## src/rtl/stim_check.sv

```systemverilog
// Stimulus generator and response checker: sweeps a 4-bit pattern into four
// variants of the same logic function and scores each response against a model.
module stim_check #(
  parameter int ERR_W = 5
) (
  input  logic             clk,
  input  logic             rst,
  input  logic             start,
  output logic             a0,
  output logic             a1,
  output logic             a2,
  output logic             a3,
  input  logic             z1,
  input  logic             z2,
  input  logic             z3,
  input  logic             z4,
  output logic             busy,
  output logic             done,
  output logic             pass,
  output logic [ERR_W-1:0] err_count,
  output logic [3:0]       fail_mask
);

  typedef enum logic [1:0] {IDLE, RUN, DRAIN, DONE} state_t;

  state_t           r_state;
  logic [3:0]       r_a;
  logic [3:0]       r_h1;
  logic [3:0]       r_h2;
  logic             r_v1;
  logic             r_v2;
  logic             r_drain;
  logic             r_busy;
  logic             r_done;
  logic [ERR_W-1:0] r_err;
  logic [3:0]       r_mask;

  logic             w_active;
  logic [3:0]       w_mis;
  logic [2:0]       w_nmis;
  logic [ERR_W-1:0] w_err_next;

  function automatic logic f_fn(input logic [3:0] p);
    return (p[0] | ~p[1]) & (p[2] | p[3]);
  endfunction

  function automatic logic g_fn(input logic [3:0] p);
    return f_fn(p) ^ p[0];
  endfunction

  function automatic logic [ERR_W-1:0] sat_add(input logic [ERR_W-1:0] acc,
                                               input logic [2:0]       inc);
    logic [ERR_W+2:0] s;
    logic [ERR_W+2:0] lim;
    s   = (ERR_W+3)'(acc) + (ERR_W+3)'(inc);
    lim = (ERR_W+3)'({ERR_W{1'b1}});
    return (s > lim) ? {ERR_W{1'b1}} : s[ERR_W-1:0];
  endfunction

  // Case-inequality so an X/Z response is scored as a mismatch
  always_comb begin
    w_active = (r_state == RUN) || (r_state == DRAIN);
    w_mis    = 4'b0000;
    w_mis[0] = (r_state == RUN) && (z1 !== g_fn(r_a));
    w_mis[1] = (r_state == RUN) && (z2 !== g_fn(r_a));
    w_mis[2] = w_active && r_v1 && (z3 !== g_fn(r_h1));
    w_mis[3] = w_active && r_v2 && (z4 !== (f_fn(r_h2) ^ r_h1[0]));
    w_nmis   = {2'b00, w_mis[0]} + {2'b00, w_mis[1]}
             + {2'b00, w_mis[2]} + {2'b00, w_mis[3]};
    w_err_next = sat_add(r_err, w_nmis);
  end

  always_ff @(posedge clk or posedge rst) begin
    if (rst) begin
      r_state <= IDLE;
      r_a     <= 4'h0;
      r_h1    <= 4'h0;
      r_h2    <= 4'h0;
      r_v1    <= 1'b0;
      r_v2    <= 1'b0;
      r_drain <= 1'b0;
      r_busy  <= 1'b0;
      r_done  <= 1'b0;
      r_err   <= '0;
      r_mask  <= 4'b0000;
    end else begin
      case (r_state)
        IDLE, DONE: begin
          if (start) begin
            r_state <= RUN;
            r_a     <= 4'h0;
            r_v1    <= 1'b0;
            r_v2    <= 1'b0;
            r_drain <= 1'b0;
            r_busy  <= 1'b1;
            r_done  <= 1'b0;
            r_err   <= '0;
            r_mask  <= 4'b0000;
          end
        end
        RUN, DRAIN: begin
          r_err  <= w_err_next;
          r_mask <= r_mask | w_mis;
          r_h1   <= r_a;
          r_h2   <= r_h1;
          r_v1   <= 1'b1;
          r_v2   <= r_v1;
          if (r_state == RUN) begin
            if (r_a == 4'hF) begin
              r_state <= DRAIN;
              r_drain <= 1'b0;
            end else begin
              r_a <= r_a + 4'd1;
            end
          end else if (r_drain) begin
            r_state <= DONE;
            r_busy  <= 1'b0;
            r_done  <= 1'b1;
          end else begin
            r_drain <= 1'b1;
          end
        end
        default: r_state <= IDLE;
      endcase
    end
  end

  assign {a3, a2, a1, a0} = r_a;
  assign busy      = r_busy;
  assign done      = r_done;
  assign err_count = r_err;
  assign fail_mask = r_mask;
  assign pass      = r_done && (r_err == '0);

endmodule

```

## config.mk

```make
export PLATFORM = sky130hd
export DESIGN_NAME = stim_check
export DESIGN_NICKNAME = d
export VERILOG_FILES = /design/src/rtl/stim_check.sv
export SDC_FILE = /design/constraint.sdc
export NUM_CORES = 1
export LEC_CHECK = 0
export BUFFER_PORTS_ARGS = -buffer_cell sky130_fd_sc_hd__clkbuf_2
export CAP_MARGIN = 15
export CORE_ASPECT_RATIO = 1.1
export CORE_MARGIN = 10
export CORE_UTILIZATION = 58
export CTS_BUF_LIST = sky130_fd_sc_hd__clkbuf_8
export DETAILED_ROUTE_END_ITERATION = 16
export GPL_ROUTABILITY_DRIVEN = 1
export PLACE_DENSITY_LB_ADDON = 0.15
export SKIP_CTS_REPAIR_TIMING = 1
export SYNTH_ARGS = -nofsm -noshare
export SYNTH_HDL_FRONTEND = slang
export SYNTH_SLANG_ARGS = --single-unit
```

## constraint.sdc

```tcl
create_clock -name clk -period 3.32 [get_ports clk]
set_input_delay 0.166 -clock clk [delete_from_list [all_inputs] [get_ports clk]]
set_output_delay 0.166 -clock clk [all_outputs]
set_load 0.005 [all_outputs]
```

# [After elaboration in Yosys (flattened, before gate mapping)]
# Cells that the tools add are included.
[op_classes] bitwise_logic=16 n_eq_ne=15 muxes=26 order_cmp=1 add_sub_neg=5 n_reduce_logical=16
[op_table] operator="4-bit case mux with 2 select lines" count=2
[op_table] operator="4-bit two-way mux" count=3
[op_table] operator="5-bit two-way mux" count=2
[op_table] operator="2-bit != test (second input constant)" count=5
[op_table] operator="1-bit case mux with 2 select lines" count=5
[op_table] operator="5-bit case mux with 2 select lines" count=1
[op_table] operator="3-bit AND reduction" count=3
[op_table] operator="1-bit two-way mux" count=8
[op_table] operator="2-bit two-way mux" count=4
[op_table] operator="1-bit logical AND" count=7
[op_table] operator="5-bit by 3-bit adder with 6-bit output" count=1
[op_table] operator="6-bit by 5-bit > comparator with 1-bit output (second input constant)" count=1
[op_table] operator="3-bit != test (second input constant)" count=2
[op_table] operator="1-bit OR" count=6
[op_table] operator="5-bit zero test" count=1
[op_table] operator="4-bit by 1-bit adder with 4-bit output (second input constant)" count=1
[op_table] operator="2-bit == test (second input constant)" count=2
[op_table] operator="4-bit == test (second input constant)" count=1
[op_table] operator="1-bit !== test" count=4
[op_table] operator="4-bit OR" count=1
[op_table] operator="2-bit case mux with 2 select lines" count=1
[op_table] operator="2-bit OR reduction" count=2
[op_table] operator="2-bit by 1-bit adder with 3-bit output" count=1
[op_table] operator="3-bit by 1-bit adder with 3-bit output" count=1
[op_table] operator="8 further kinds" count=14
[word_totals] regBits=28 wordCells=90 output_inout_bits=16

# [Depth between registers and ports, before layout]
[logic_depth] word_depth=13 ltp_mapped=13 mapped_depth_nobuf=12

# [Least setup slack after synthesis]
# Ideal clock, no wire load.
[synth_path] path_type="flip-flop to flip-flop" startpoint="register r_a[0]" endpoint="register r_err[2], in the netlist err_count[2]" required_time_ns=3.199 arrival_ns=2.881 setup_slack_ns=0.318 path_stages_with_launch=12 synth_period_minus_slack_ns=3.002 cell_sequence="dfrtp_1 -> inv_1 -> ha_1 -> o21ba_4 -> xnor3_1 -> nor2_2 -> fa_1 -> inv_1 -> fa_1 -> fa_1 -> a21o_1 -> a22o_1"
[synth_via] elab_chain_cells=12 elab_cells_between_ends=14 classes_between="add/sub (4); order compare (1); eq/ne (2); mux (2); bitwise (3); reduce/logical (2)"
[synth_lines] item="start: declaration" line="27" rtl="logic [3:0] r_a;"
[synth_lines] item="start signal: assignment" line="113" rtl="r_a <= r_a + 4'd1;"
[synth_lines] item="1-bit OR" line="44" rtl="return (p[0] | ~p[1]) & (p[2] | p[3]);"
[synth_lines] item="1-bit bitwise AND" line="44"
[synth_lines] item="1-bit bitwise XOR *" line="48" rtl="return f_fn(p) ^ p[0];"
[synth_lines] item="1-bit !== test, on equally long branches" line="64, 65"
[synth_lines] item="1-bit logical AND, on equally long branches" line="64, 65"
[synth_lines] item="1-bit by 1-bit adder with 2-bit output *" line="68" rtl="w_nmis = {2'b00, w_mis[0]} + {2'b00, w_mis[1]}"
[synth_lines] item="2-bit by 1-bit adder with 3-bit output *" line="69" rtl="+ {2'b00, w_mis[2]} + {2'b00, w_mis[3]};"
[synth_lines] item="3-bit by 1-bit adder with 3-bit output *" line="69"
[synth_lines] item="5-bit by 3-bit adder with 6-bit output *" line="55" rtl="s = (ERR_W+3)'(acc) + (ERR_W+3)'(inc);"
[synth_lines] item="6-bit by 5-bit > comparator with 1-bit output" line="57" rtl="return (s > lim) ? {ERR_W{1'b1}} : s[ERR_W-1:0];"
[synth_lines] item="5-bit two-way mux *" line="57"
[synth_lines] item="5-bit case mux with 2 select lines *" line="87" rtl="case (r_state)"
[synth_lines] item="end signal: assignment" line="102" rtl="r_err <= w_err_next;"
[synth_lines] item="end: declaration" line="35" rtl="logic [ERR_W-1:0] r_err;"
# Every way passes the cells marked *; elsewhere a longest branch is shown, timed or not.
# A chain may end at the register's enable or synchronous reset.

# [Final worst setup path]
[layout_path] startpoint="register r_a[0]" endpoint="register r_err[1], in the netlist err_count[1]"
# Same word-level chain as after synthesis.

==> metrics.txt <==
Tot Pwr 1.609 mW; post-synthesis simple-gate area fraction 11.87%; Initial Util around 61%; initial antenna violation count 0; Synth Area per Inst 10.33 µm²; Final HPWL DP around 2.3 mm; DR iter-0 viols between 100 and 150; post-placement worst setup slack 150.0 ps; type of element capturing the critical path flip-flop; maximum VDD drop 0.0005894 V; CP Launch Type flip-flop; routability cong. approximately 0.84; setup ws final 151.1 ps; Worst Skew 3.874 ps; mux contribution to synthesized area 7.283%; Reg-to-Reg Start r_a[0]; num ports 23; largest net degree at the start of global routing 29; Area Overhead vs Synth 13.83%; Hold Worst Slack approximately 110 ps; area of the multi-input gates about 770 µm²; Slew Viols, Final 0; synth warn 0; vias per inst 5.745; placed cells 200; Final nets 190; status completed; FF+latch area 701.9 µm²; Worst Path Arrival around 3300 ps; Placement Cell Area about 1700 µm²; met2 Track Usage GR 22.87%; Final Non-Filler Cells 204; met3 GRT Util 3.191%; Crit path required time 3490 ps; worst-margin pin slew 1048 ps; Compound-Gate Fraction of Synth Area 17.59%; P_leak 0.8440 nW; final wirelength around 3.2 mm; Remaining DRCs 0; # H-tree levels 1; PortBufs 22; DRT Pass-1 Iters 4; largest family of logic cells by synthesized area compound AO/OA/AOI/OAI gates; clock sinks 28; GRT overflow 0; met1 Resource Use GR 16.94%; Post-synth EDFFs 0; distinct cell type count after synthesis 43; chip width ~69 µm; Main synth FF type dfrtp_1; Final Hold Fails 0; PD cells 924.6 nW/µm²; core footprint 2520 µm²; Max Cap Violations 0; vias in the first global route 1239; fin crit period 3169 ps; sequential share of the synthesized area 45.83%; routed wire length per instance 15.46 µm; HP Class primary input to async pin; gr usage total 14.01%; die area 5092 µm²; unrepaired setup endpoints after global routing no; FFs w/ async S/R, synth 100.0%; Clk Latency, worst-skew pair 280 ps; post-layout util 69.07%; global-route wire length before repair 5.561 mm; cts bufs inserted 3; via count about 1200; syn nets between 150 and 200; share of cells above drive strength 1 26.59%; setup TNS 0 ps; FF+latch count, synth 28; Slew headroom 30.08%; synthesized area 1529 µm²; Post-Synth XOR/XNOR Area between 4 and 5%; Post-Synth Adder-Cell Area under 10%; Final ANT Viol Nets 0; Max Clk Rate 315.6 MHz; final setup fails 0; Die Y 73.85 µm; final-layout fill cell count ~200; TritonCTS clock tree yes; gr busiest metal met2; clock buffer depth 2; Crit Path Max Fanout 7; std cell rows 19; Root Buffer clkbuf_8; design area 1740 µm²; reg2reg end err_count[1]; reg2reg setup slack 150 ps; # diodes 0; kind of critical path flip-flop to flip-flop; crit share post-route a little over nine tenths; cells after synthesis roughly 150; Reg clk slew, reported paths 90 ps; Worst Reg-to-Reg Cells 11
power by group:
group / internal (mW) / leakage [nW] / total [mW] / switching, mW
Combinational: 0.404 / 0.454 / 0.824 / 0.419
Sequential: 0.465 / 0.361 / 0.573 / 0.108
Clock: 0.106 / 0.0288 / 0.212 / 0.106
per-layer routing:
layer	vias up	wire, µm
met4	0	55
met5	-	0
met1	566	1307
met2	32	1567
li1	566	-
met3	8	224
state kept, by name, indices dropped and copies added, names as in the netlist:
| name | flops |
|---|---|
| fail_mask | 4 |
| err_count | 5 |
| r_v2 | 1 |
| r_a | 4 |
| r_v1 | 1 |
| busy | 1 |
| r_state | 2 |
| r_drain | 1 |
| r_h2 | 4 |
| r_h1 | 4 |
| done | 1 |
layout by cell type, fill, tap and decap left out, drive strengths merged, types with 2 or more instances in the layout:
| cell type | Yosys | routed |
|---|---|---|
| dfrtp | 28 | 28 |
| clkbuf | 0 | 26 |
| nand2 | 15 | 15 |
| o21ai | 15 | 15 |
| inv | 14 | 14 |
| a21oi | 10 | 10 |
| mux2 | 9 | 9 |
| nor2 | 8 | 8 |
| ha | 6 | 6 |
| nor2b | 3 | 3 |
| xnor2 | 3 | 3 |
| fa | 3 | 3 |
| nand4 | 2 | 2 |
| nand3 | 2 | 2 |
| a21o | 2 | 2 |
| o31ai | 2 | 2 |
| nor4 | 2 | 2 |
| a31o | 2 | 2 |
| buf | 3 | 2 |
cell usage after synthesis, drive strengths merged, types with 3 or more instances:
master	number	area share, %
dfrtp	28	46
nand2	15	3.7
o21ai	15	4.9
inv	14	3.4
a21oi	10	3.3
mux2	9	6.6
nor2	8	2.1
ha	6	4.9
buf	3	0.90
fa	3	3.9
nor2b	3	1.2
xnor2	3	2.2
worst max path at each step:
| stage | start | to | slack (ps) | cells after the start |
|---|---|---|---|---|
| after detailed placement | r_a[0] | err_count[4] | 150 | 12 |
| after floorplan | r_a[0] | err_count[2] | 320 | 11 |
| after global routing | r_a[0] | err_count[3] | 1 | 12 |
| final | r_a[0] | err_count[1] | 150 | 11 |
| after CTS | r_a[0] | err_count[4] | 100 | 12 |
| after global placement | r_a[0] | err_count[2] | 250 | 11 |
critical path, cell delays in order, from the launching register on:
cell and delay (ps):
dfrtp_2 460, inv_1 140, ha_1 170, o21ba_4 160
xnor3_1 230, nor2_2 60, fa_1 500, inv_1 60
fa_1 470, fa_2 540, a21oi_1 60, a31o_2 220
final cells by class:
| type | count | share of cell area (%) |
|---|---|---|
| inverters | 14 | 3.019 |
| flip-flops and latches | 28 | 40.33 |
| multi-input cells | 103 | 44.07 |
| well taps | 31 | 2.229 |
| clock buffers | 4 | 3.163 |
| repair buffers | 24 | 7.189 |
cells by family after synthesis:
family	after synthesis
AOI/OAI and AO/OA	41
and+or+nand+nor	38
DFF	28
buffers and inverters	17
muxes	10
adders and majority gates	9
xor gates and xnor gates	5
Note: power is estimated with default switching activity, not from simulation.
